File: src/rtl/ru_wb_arbiter.sv
// ru_wb_arbiter: shares the register unit's single write port between the ALU (A)
// and load-unit (B) writeback paths, keeps a per-register busy scoreboard, and
// raises stall to the issue stage on RAW/WAW hazards. Reset is synchronous, active-low.
// Optional feature macro: RU_WB_BYPASS_EN. When defined, a register written in the
// current cycle does not stall its readers, and fwdRs1/fwdRs2 with fwdSel1/fwdSel2
// carry the write data straight to the datapath.
module ru_wb_arbiter #(
  parameter int NREG  = 32,
  parameter int AW    = 5,
  parameter int DW    = 32,
  parameter int CNT_W = 16
) (
  input  logic             clk,
  input  logic             rst_n,
  input  logic             wbValidA,
  input  logic [AW-1:0]    wbRdA,
  input  logic [DW-1:0]    wbDataA,
  output logic             wbReadyA,
  input  logic             wbValidB,
  input  logic [AW-1:0]    wbRdB,
  input  logic [DW-1:0]    wbDataB,
  output logic             wbReadyB,
  input  logic             issueVld,
  input  logic [AW-1:0]    issueRd,
  input  logic [AW-1:0]    rs1,
  input  logic [AW-1:0]    rs2,
  output logic             stall,
  output logic             ruWr,
  output logic [AW-1:0]    rd,
  output logic [DW-1:0]    dataWR_Ru,
`ifdef RU_WB_BYPASS_EN
  output logic [DW-1:0]    fwdRs1,
  output logic [DW-1:0]    fwdRs2,
  output logic             fwdSel1,
  output logic             fwdSel2,
`endif
  output logic [CNT_W-1:0] conflictCnt
);

  // rr_ptr = 0 prefers A on a conflict, 1 prefers B.
  logic             rr_ptr;
  logic [NREG-1:0]  busy;
  logic [NREG-1:0]  set_vec;
  logic [NREG-1:0]  clr_vec;
  logic [CNT_W-1:0] conflict_q;
  logic             both;
  logic             grant_a;
  logic             grant_b;
  logic             hit_rs1;
  logic             hit_rs2;
  logic             hit_waw;

  assign both        = wbValidA & wbValidB;
  assign conflictCnt = conflict_q;

  // Pick one winner per cycle; a lone requester always wins, round robin breaks ties.
  always_comb begin
    grant_a = wbValidA & (~wbValidB | ~rr_ptr);
    grant_b = wbValidB & ~grant_a;
  end

  // Drive the RU write port from the granted source; idle port reads as all zeros.
  always_comb begin
    // NOTE: every output gets a default before any branch so no path leaves it
    // unassigned; a missing default here would infer a latch.
    wbReadyA  = 1'b0;
    wbReadyB  = 1'b0;
    ruWr      = 1'b0;
    rd        = '0;
    dataWR_Ru = '0;
    if (grant_a) begin
      wbReadyA  = 1'b1;
      rd        = wbRdA;
      dataWR_Ru = wbDataA;
      ruWr      = (wbRdA != '0);
    end else if (grant_b) begin
      wbReadyB  = 1'b1;
      rd        = wbRdB;
      dataWR_Ru = wbDataB;
      ruWr      = (wbRdB != '0);
    end
  end

  // Hazard detection: RAW on either source, WAW on the destination.
  always_comb begin
    hit_rs1 = (rs1 != '0) & busy[rs1];
    hit_rs2 = (rs2 != '0) & busy[rs2];
    hit_waw = (issueRd != '0) & busy[issueRd];
`ifdef RU_WB_BYPASS_EN
    // The value being written this cycle is forwarded, so readers need not wait.
    if (ruWr && (rs1 == rd)) hit_rs1 = 1'b0;
    if (ruWr && (rs2 == rd)) hit_rs2 = 1'b0;
`endif
    stall = hit_rs1 | hit_rs2 | hit_waw;
  end

`ifdef RU_WB_BYPASS_EN
  // Forward the in-flight write to a matching source operand.
  always_comb begin
    fwdSel1 = ruWr & (rs1 == rd);
    fwdSel2 = ruWr & (rs2 == rd);
    fwdRs1  = fwdSel1 ? dataWR_Ru : '0;
    fwdRs2  = fwdSel2 ? dataWR_Ru : '0;
  end
`endif

  // One-hot set/clear requests for the scoreboard this cycle.
  always_comb begin
    set_vec = '0;
    clr_vec = '0;
    if (issueVld && !stall && (issueRd != '0)) set_vec[issueRd] = 1'b1;
    if (ruWr) clr_vec[rd] = 1'b1;
  end

  // Scoreboard update: a simultaneous set beats a clear; x0 never becomes busy.
  always_ff @(posedge clk) begin
    // NOTE: busy is a small flop vector, not a RAM, so it is reset like any
    // other register and the issue stage sees a clean scoreboard after reset.
    if (!rst_n) begin
      // NOTE: state updates use non-blocking assignment so every flop samples
      // the pre-edge values regardless of statement order.
      busy <= '0;
    end else begin
      busy <= ((busy & ~clr_vec) | set_vec) & ~{{(NREG-1){1'b0}}, 1'b1};
    end
  end

  // Round-robin pointer: after a conflict the loser becomes preferred.
  always_ff @(posedge clk) begin
    if (!rst_n) begin
      rr_ptr <= 1'b0;
    end else if (both) begin
      rr_ptr <= grant_a;
    end
  end

  // Saturating count of cycles where both sources requested.
  always_ff @(posedge clk) begin
    if (!rst_n) begin
      conflict_q <= '0;
    end else if (both && (conflict_q != {CNT_W{1'b1}})) begin
      conflict_q <= conflict_q + 1'b1;
    end
  end

endmodule

File: config.mk
export PLATFORM = sky130hd
export DESIGN_NAME = ru_wb_arbiter
export DESIGN_NICKNAME = d
export VERILOG_FILES = /design/src/rtl/ru_wb_arbiter.sv
export SDC_FILE = /design/constraint.sdc
export NUM_CORES = 1
export LEC_CHECK = 0
export CAP_MARGIN = 5
export CORE_UTILIZATION = 48
export CTS_CLUSTER_DIAMETER = 40
export CTS_CLUSTER_SIZE = 20
export DETAILED_ROUTE_END_ITERATION = 6
export PLACE_DENSITY = 0.87
export SLEW_MARGIN = 20
export SYNTH_ARGS = -nofsm -noshare
export SYNTH_HDL_FRONTEND = slang
export SYNTH_SLANG_ARGS = --single-unit
File: constraint.sdc
create_clock -name clk -period 4.1 [get_ports clk]
set_clock_uncertainty 0.15 [all_clocks]
set_input_delay 0.41 -clock clk [delete_from_list [all_inputs] [get_ports clk]]
set_output_delay 0.41 -clock clk [all_outputs]
set_load 0.01 [all_outputs]
==> impl_metrics.json, run 1 <==
{
  "finalSetupViolCount": 0,
  "die_y_um": 91.2,
  "postCtsHoldBufs": 0,
  "endpoint_kind": "output pin",
  "place_hpwl_um": 10300,
  "gp_congestion": 0.971,
  "syn_avg_cell_area_um2": 7.86,
  "num_io_pins": 151,
  "start_util": 0.494,
  "tightest_slew_ns": 0.766,
  "synth_area_mm2": 0.00382,
  "grt_overflow": 0,
  "synth_edf_count": 0,
  "yosysMostFrequentCell": "nand2_1",
  "final_layout_size_suffix_gt1_frac": 0.0968,
  "syn_inst": 486,
  "synth.top_cells.by_count": "93 x nand2_1, 48 x dfxtp_1, 38 x o21ai_0",
  "crit_fanout": 6,
  "ff2ff_path_depth": 7,
  "cts_setup_buffers": 0,
  "die-area_mm2": 0.00832,
  "violations": "DRC",
  "crit_top_cell": "clkdlybuf4s50_1",
  "holdPathStages": 2,
  "finalNetCount": 714,
  "h-tree-depth": 2,
  "synth_largest_area_cell": "dfxtp_1",
  "hold_viol_final": 0,
  "async_flop_share": 0,
  "grt_pass1_wl_um": 21300,
  "grt_usage": 0.319,
  "max-slew-margin-rel": 0.486,
  "powerDensity_mw_per_mm2": 234,
  "holdCritStartpoint": "conflictCnt[1]$_SDFFE_PN0P_",
  "cts_inserted_buffers": 5,
  "hold_ws_ns": 0.410,
  "synth_top_cell_area_share": 0.252,
  "clock-sinks": 48,
  "required_ns": 3.54,
  "synth_flop_cell": "dfxtp_1",
  "min_to": "conflictCnt[1]$_SDFFE_PN0P_",
  "setup_tns_ns": 0,
  "p_leak_nw": 1.98,
  "crit_path_cell_trace": "clkdlybuf4s50_1 -> buf_4 -> nor2b_1 -> a2111oi_0 -> nor4_1 -> nor4_2 -> nand4_1 -> or3_1 -> clkdlybuf4s50_1",
  "ir_drop_uv": 168,
  "arrival_ns": 3.04,
  "nFillCells": 623,
  "antenna_cells": 0,
  "ant_nets": 0,
  "r2r_start": "busy[28]$_SDFF_PN0_",
  "root_buffer": "clkbuf_8",
  "hp-class": "reg2reg",
  "fin_crit_ns": 3.60,
  "yosysSeqAreaShare": 0.252,
  "period_share": 0.878,
  "port_buffers": 150,
  "r2r_end": "busy[13]$_SDFF_PN0_",
  "drt-total-wl_um": 13400,
  "syn-num-nets": 581,
  "drt-initial-drc-count": 468,
  "path_clk_slew_ns": 0.09,
  "ys_types": 52,
  "worst_setup_path_start_kind": "primary input",
  "clock.fmax_mhz": 278,
  "grt_max_degree": 66,
  "post_drt_wl_per_cell_um": 18.5,
  "core_mm2": 0.00773,
  "ctsResizeCount": 0,
  "cts_tree": "yes",
  "drv_cap": 0,
  "slew_violations": 0,
  "worstSetupPathType": "in2out",
  "drt-pass1-iter-count": 7,
  "rrSetupSlack_ns": 1.67,
  "clock_tree.buffer_depth": 2,
  "grt_pass1_vias": 4395,
  "routed_via_density": 6.20,
  "dieWidth_um": 91.2,
  "critPathMaxStageDelay_ns": 0.66,
  "remaining_drc_errors": 3,
  "grt_antenna_before_repair": 0,
  "rsz0062_at_grt": "no",
  "status": "finished, violations left",
  "slowest_stage": "clkdlybuf4s50_1",
  "yosys_warnings": 0,
  "row_count": 32,
  "num_vias": 4476,
  "power_w": 0.00129,
  "clkLatencyLatePin_ns": 0.31,
  "yosys-top-cells-area": "dfxtp_1 25%, nand2_1 9.1%, o211ai_1 6.5%",
  "syn_to_final_growth_pct": 44.4,
  "synth_seq_cells": 48
}
[stage by stage]
step	instances	util	setup slack (ns)	instance area (um^2)
after floorplan	486	-	1.43	3820
after global placement	714	0.696	0.509	5380
after detailed placement	714	0.696	0.476	5380
after CTS	722	0.714	0.480	5520
after global routing	722	0.714	0.237	5520
final	722	0.714	0.502	5520
[critical path, delay by kind of cell]
kind	cells	cell delay, ns
compound gates	1	0.34
buf+inv	3	1.37
simple gates	5	0.91
[cell usage in the layout (no fill, tap or decap), types with 6 or more instances in the layout]
cell type	synthesis	final
buf_4	3	13
clkdlybuf4s50_1	0	150
dfxtp_1	48	48
inv_1	11	11
mux2i_1	21	21
mux4_2	10	10
nand2_1	93	93
nand3_1	21	21
nor2_1	32	32
o211ai_1	33	33
o21ai_0	38	38
o31ai_1	10	10
o31ai_2	11	11
o41ai_2	8	8
or3_1	10	10
xnor2_1	9	9
xor2_1	6	6
[final cells by class]
cell class                 instances  area, um^2  share of cell area
clock buffer                       5        68.8              0.0125
clock inverter                     3        68.8              0.0125
inverter                          11        41.3             0.00749
multi-input combinational        390        2650               0.480
sequential                        48         961               0.174
tap                              102         128              0.0231
timing repair buffer             163        1600               0.290
[where the power goes]
| group | internal (W) | total (W) | switching (W) |
|---|---|---|---|
| clock network | 0.000246 | 0.000424 | 0.000178 |
| logic | 0.000194 | 0.000392 | 0.000198 |
| registers | 0.000470 | 0.000475 | 0.00000564 |
| total | 0.000910 | 0.00129 | 0.000382 |
[logic make-up after synthesis]
family,synth area share
buf+inv,0.0580
simple gates,0.259
fa+ha+maj,0.00327
compound gates,0.268
xor+xnor,0.0344
mux,0.126
flops,0.252
[flip-flops by register name, summed over array words and instances (netlist names)]
register,flops
busy,31
conflictCnt,16
rr_ptr,1
[routing by layer]
metal	track usage	wire length [um]
met1	0.398	5360
met2	0.532	6290
met3	0.0662	1210
met4	0.135	511
met5	0	0
[worst max path at each step]
stage | to | startpoint | slack [ns]
2_1_floorplan | stall | rs2[2] | 1.43
3_3_place_gp | stall | rs2[0] | 0.51
3_5_place_dp | stall | rs2[0] | 0.48
4_1_cts | stall | rs2[0] | 0.48
5_1_grt | stall | rs2[0] | 0.24
6_report | stall | rs2[0] | 0.50
No activity file was read; power rests on OpenSTA's default activity.
==> run 2, diff against run 1 <==
- CORE_MARGIN: default -> 2
- GPL_TIMING_DRIVEN: default -> 0
==> impl_metrics.json, run 2 (same netlist as run 1, synthesis figures left out) <==
{
  "status": "finished, final reports clean",
  "start_util": 0.494,
  "cts_inserted_buffers": 5,
  "period_share": 0.956,
  "final_layout_size_suffix_gt1_frac": 0.0891,
  "grt_antenna_before_repair": 0,
  "ctsResizeCount": 0,
  "antenna_cells": 0,
  "clkLatencyLatePin_ns": 0.31,
  "rrSetupSlack_ns": 1.57,
  "hp-class": "in2reg",
  "grt_pass1_wl_um": 22300,
  "max-slew-margin-rel": 0.444,
  "critPathMaxStageDelay_ns": 0.55,
  "drt-total-wl_um": 14200,
  "routed_via_density": 6.14,
  "ant_nets": 0,
  "post_drt_wl_per_cell_um": 19.1,
  "postCtsHoldBufs": 0,
  "port_buffers": 146,
  "crit_buf_inv": 3,
  "finalSetupViolCount": 0,
  "place_hpwl_um": 11100,
  "syn_to_final_growth_pct": 43.9,
  "cts_tree": "yes",
  "row_count": 32,
  "worst_setup_path_start_kind": "primary input",
  "rsz0062_at_grt": "no",
  "finalNetCount": 734,
  "hold_viol_final": 0,
  "nFillCells": 583,
  "cts_setup_buffers": 0,
  "grt_usage": 0.322,
  "arrival_ns": 3.36,
  "final_common_cell": "clkdlybuf4s50_1",
  "layout_common_cells": "146 x clkdlybuf4s50_1, 93 x nand2_1, 48 x dfxtp_1",
  "core_mm2": 0.00773,
  "fin_util": 0.711,
  "crit_fanout": 10,
  "tightest_slew_ns": 0.829,
  "endpoint_kind": "output pin",
  "die-area_mm2": 0.00869,
  "ir_drop_uv": 138,
  "drv_cap": 0,
  "p_leak_nw": 1.96,
  "grt_overflow": 0,
  "required_ns": 3.54,
  "root_buffer": "clkbuf_8",
  "remaining_drc_errors": 0,
  "drt-pass1-iter-count": 5,
  "gp_congestion": 0.971,
  "num_io_pins": 151,
  "crit_path_cell_trace": "clkdlybuf4s50_1 -> buf_2 -> nor2b_1 -> a2111oi_0 -> a311oi_1 -> o21ai_0 -> nand4_1 -> or3_1 -> clkdlybuf4s50_1",
  "num_vias": 4558,
  "powerDensity_mw_per_mm2": 214,
  "dieWidth_um": 93.2,
  "dpl_cell_area_mm2": 0.00541,
  "h-tree-depth": 2,
  "die_y_um": 93.2,
  "grt_max_degree": 16,
  "largest_register_ffs": 31,
  "slowest_stage": "clkdlybuf4s50_1",
  "path_clk_slew_ns": 0.09,
  "setup_tns_ns": 0,
  "grt_pass1_vias": 4446,
  "fin_crit_ns": 3.92,
  "crit_top_cell": "clkdlybuf4s50_1",
  "final_area_mm2": 0.00550,
  "worstSetupPathType": "in2out",
  "slew_violations": 0,
  "clock.fmax_mhz": 255,
  "hold_ws_ns": 0.405,
  "path_delay_family": "buffers and inverters",
  "top_register": "busy",
  "clock_tree.buffer_depth": 2,
  "clock-sinks": 48,
  "drt-initial-drc-count": 402
}
[run 2: cell types whose count changed in the layout (fill, tap and decap cells not counted), moves of 2 or more]
| cell | previous run | this run |
|---|---|---|
| buf_2 | 0 | 6 |
| buf_4 | 13 | 3 |
| clkbuf_1 | 0 | 25 |
| buf_6 | 0 | 3 |
| clkdlybuf4s50_1 | 150 | 146 |
| bufinv_16 | 2 | 0 |
[run 2: path summary, 6_finish.rpt]
kind,from,endpoint,cells past startpoint
worst max register to register,rr_ptr$_SDFFE_PN0P_,busy[17]$_SDFF_PN0_,7
worst max-delay path,rs1[1],stall,9
worst min-delay path,rst_n,conflictCnt[7]$_SDFFE_PN0P_,2
worst min register to register,conflictCnt[15]$_SDFFE_PN0P_,conflictCnt[15]$_SDFFE_PN0P_,2
[run 2: power breakdown]
group / internal [W] / switching, W
clock: 0.000122 / 0.000172
sequential: 0.000470 / 0.00000493
combinational: 0.000196 / 0.000209
[run 2: through the flow]
stage / cells / total power [W] / worst slack, ns
after floorplan: 486 / 0.000664 / 1.43
after global placement: 734 / 0.000878 / 0.295
after detailed placement: 734 / 0.000883 / 0.242
after CTS: 742 / 0.00117 / 0.256
after global routing: 742 / 0.00122 / 0.0367
final: 742 / 0.00117 / 0.179
[run 2: worst register-to-register path, stage by stage, from the launching register on]
cell      delay (ns)
dfxtp_1         0.35
a21boi_1        0.45
clkbuf_1        0.39
o21ai_0         0.20
a21oi_1         0.20
nand2_1         0.28
o211ai_1        0.30
o41ai_2         0.10
[run 2: area by class of cell]
class / count / area (um^2) / area share
tap: 102 / 128 / 0.0232
clock inverter: 2 / 16.3 / 0.00296
inverter: 11 / 41.3 / 0.00751
clock buffer: 6 / 72.6 / 0.0132
multi-input combinational: 390 / 2640 / 0.480
sequential: 48 / 961 / 0.175
buffer: 37 / 180 / 0.0328
timing repair buffer: 146 / 1460 / 0.266
[run 2: metal layers]
metal | up-vias | routed length [um] | share of wire | GRT usage
met5 | - | 0 | 0 | 0
met4 | 0 | 412 | 0.029 | 0.108
met3 | 40 | 1470 | 0.10 | 0.0588
met2 | 281 | 6880 | 0.49 | 0.568
met1 | 2129 | 5390 | 0.38 | 0.396
li1 | 2108 | - | - | -
==> run 3, diff against run 2 <==
- CORE_ASPECT_RATIO: default -> 1.4
==> impl_metrics.json, run 3 (same netlist as run 1, synthesis figures left out) <==
{
  "p_sw_frac": 0.305,
  "hp-class": "in2reg",
  "grt_pass1_wl_um": 22000,
  "powerDensity_mw_per_mm2": 225,
  "startpoint": "wbValidA",
  "top_register": "busy",
  "pre_cts_ws_ns": 0.304,
  "postCtsHoldBufs": 0,
  "ctsResizeCount": 0,
  "routed_via_density": 6.24,
  "switchingPower_w": 0.000381,
  "num_vias": 4617,
  "endpoint_kind": "output pin",
  "fin_crit_ns": 3.87,
  "ff2ff_path_depth": 7,
  "clock_power_share": 0.292,
  "final_layout_size_suffix_gt1_frac": 0.0906,
  "p_leak_nw": 1.98,
  "grt_max_degree": 16,
  "fin_util": 0.713,
  "ant_nets": 0,
  "nFillCells": 639,
  "root_buffer": "clkbuf_8",
  "crit_fanout": 10,
  "gp_congestion": 1.08,
  "arrival_ns": 3.31,
  "ir_drop_uv": 141,
  "core_mm2": 0.00775,
  "rsz0062_at_grt": "no",
  "cts_tree": "yes",
  "grt_pass1_vias": 4586,
  "clkLatencyLatePin_ns": 0.31,
  "setup_ws_ns": 0.227,
  "port_buffers": 146,
  "row_count": 38,
  "required_ns": 3.54,
  "drv_cap": 0,
  "path_clk_slew_ns": 0.10,
  "slew_violations": 0,
  "die-area_mm2": 0.00870,
  "grt_overflow": 0,
  "r2r_start": "rr_ptr$_SDFFE_PN0P_",
  "final_common_cell": "clkdlybuf4s50_1",
  "period_share": 0.945,
  "max-slew-margin-rel": 0.387,
  "grt_usage": 0.327,
  "die_y_um": 110,
  "finalNetCount": 734,
  "antenna_cells": 0,
  "rrSetupSlack_ns": 1.27,
  "h-tree-depth": 2,
  "clock-sinks": 48,
  "combPwrFrac": 0.327,
  "num_io_pins": 151,
  "remaining_drc_errors": 0,
  "setup_tns_ns": 0,
  "hold_viol_final": 0,
  "drt-pass1-iter-count": 6,
  "status": "finished, final reports clean",
  "dieWidth_um": 79.4,
  "tightest_slew_ns": 0.914,
  "min_to": "conflictCnt[7]$_SDFFE_PN0P_",
  "clock.fmax_mhz": 258,
  "syn_to_final_growth_pct": 44.7,
  "start_util": 0.493,
  "p_seq_frac": 0.381,
  "post_drt_wl_per_cell_um": 19.4,
  "cts_setup_buffers": 0,
  "layout_common_cells": "146 x clkdlybuf4s50_1, 93 x nand2_1, 48 x dfxtp_1",
  "cts_inserted_buffers": 5,
  "largest_register_ffs": 31,
  "clock_tree.buffer_depth": 2,
  "r2r_end": "busy[24]$_SDFF_PN0_",
  "drt-initial-drc-count": 401,
  "fin_cells": 740,
  "place_hpwl_um": 11400,
  "finalSetupViolCount": 0,
  "drt-total-wl_um": 14300,
  "holdCritStartpoint": "rst_n",
  "placed_cells": 732,
  "holdPathStages": 2,
  "worstSetupPathType": "in2out",
  "p_int_w": 0.000865,
  "worst_setup_path_start_kind": "primary input",
  "grt_antenna_before_repair": 0
}
run 3: cell count changes in the layout (fill, tap and decap cells not counted), sizes merged:
cell / before / now
bufinv: 0 / 1
clkinvlp: 1 / 0
run 3: area by class of cell:
type                            count  area (um^2)  area share
Multi-Input combinational cell    390         2640       0.477
Timing Repair Buffer              146         1460       0.264
Sequential cell                    48          961       0.174
Buffer                             37          180      0.0326
Tap cell                          100          125      0.0226
Clock buffer                        6         82.6      0.0149
Inverter                           11         41.3     0.00747
Clock inverter                      2         38.8     0.00702
run 3: worst max-delay path by stage:
| stage | slack [ns] | endpoint |
|---|---|---|
| detailed placement | 0.30 | stall |
| global route | 0.06 | dataWR_Ru[27] |
| global placement | 0.27 | stall |
| finish | 0.23 | dataWR_Ru[26] |
| floorplan | 1.43 | stall |
| CTS | 0.29 | dataWR_Ru[26] |
run 3: metal layers:
metal,up-vias,global-route usage,share of wire
li1,2110,-,-
met1,2126,0.348,0.35
met2,313,0.585,0.50
met3,68,0.0681,0.088
met4,0,0.204,0.059
met5,-,0,0
run 3: through the flow:
step / cell area (um^2) / total power, W / hold slack, ns
3_5_place_dp: 5410 / 0.000885 / 0.382
5_1_grt: 5530 / 0.00129 / 0.404
4_1_cts: 5530 / 0.00125 / 0.356
3_3_place_gp: 5410 / 0.000882 / 0.378
6_report: 5530 / 0.00125 / 0.345
2_1_floorplan: 3820 / 0.000664 / 0.348
run 3: critical path, stage by stage:
cell and delay [ns]:
clkdlybuf4s50_1 0.61, a21boi_1 0.62, clkbuf_1 0.46, clkbuf_1 0.42
nand2_1 0.10, o21ai_0 0.11, clkdlybuf4s50_1 0.58
run 3: power by group through the flow:
stage	Sequential (W)	Clock (W)	Combinational [W]
floorplan	0.000484	0	0.000180
global placement	0.000485	0	0.000397
detailed placement	0.000485	0	0.000400
CTS	0.000474	0.000370	0.000403
global route	0.000475	0.000383	0.000436
finish	0.000475	0.000364	0.000407
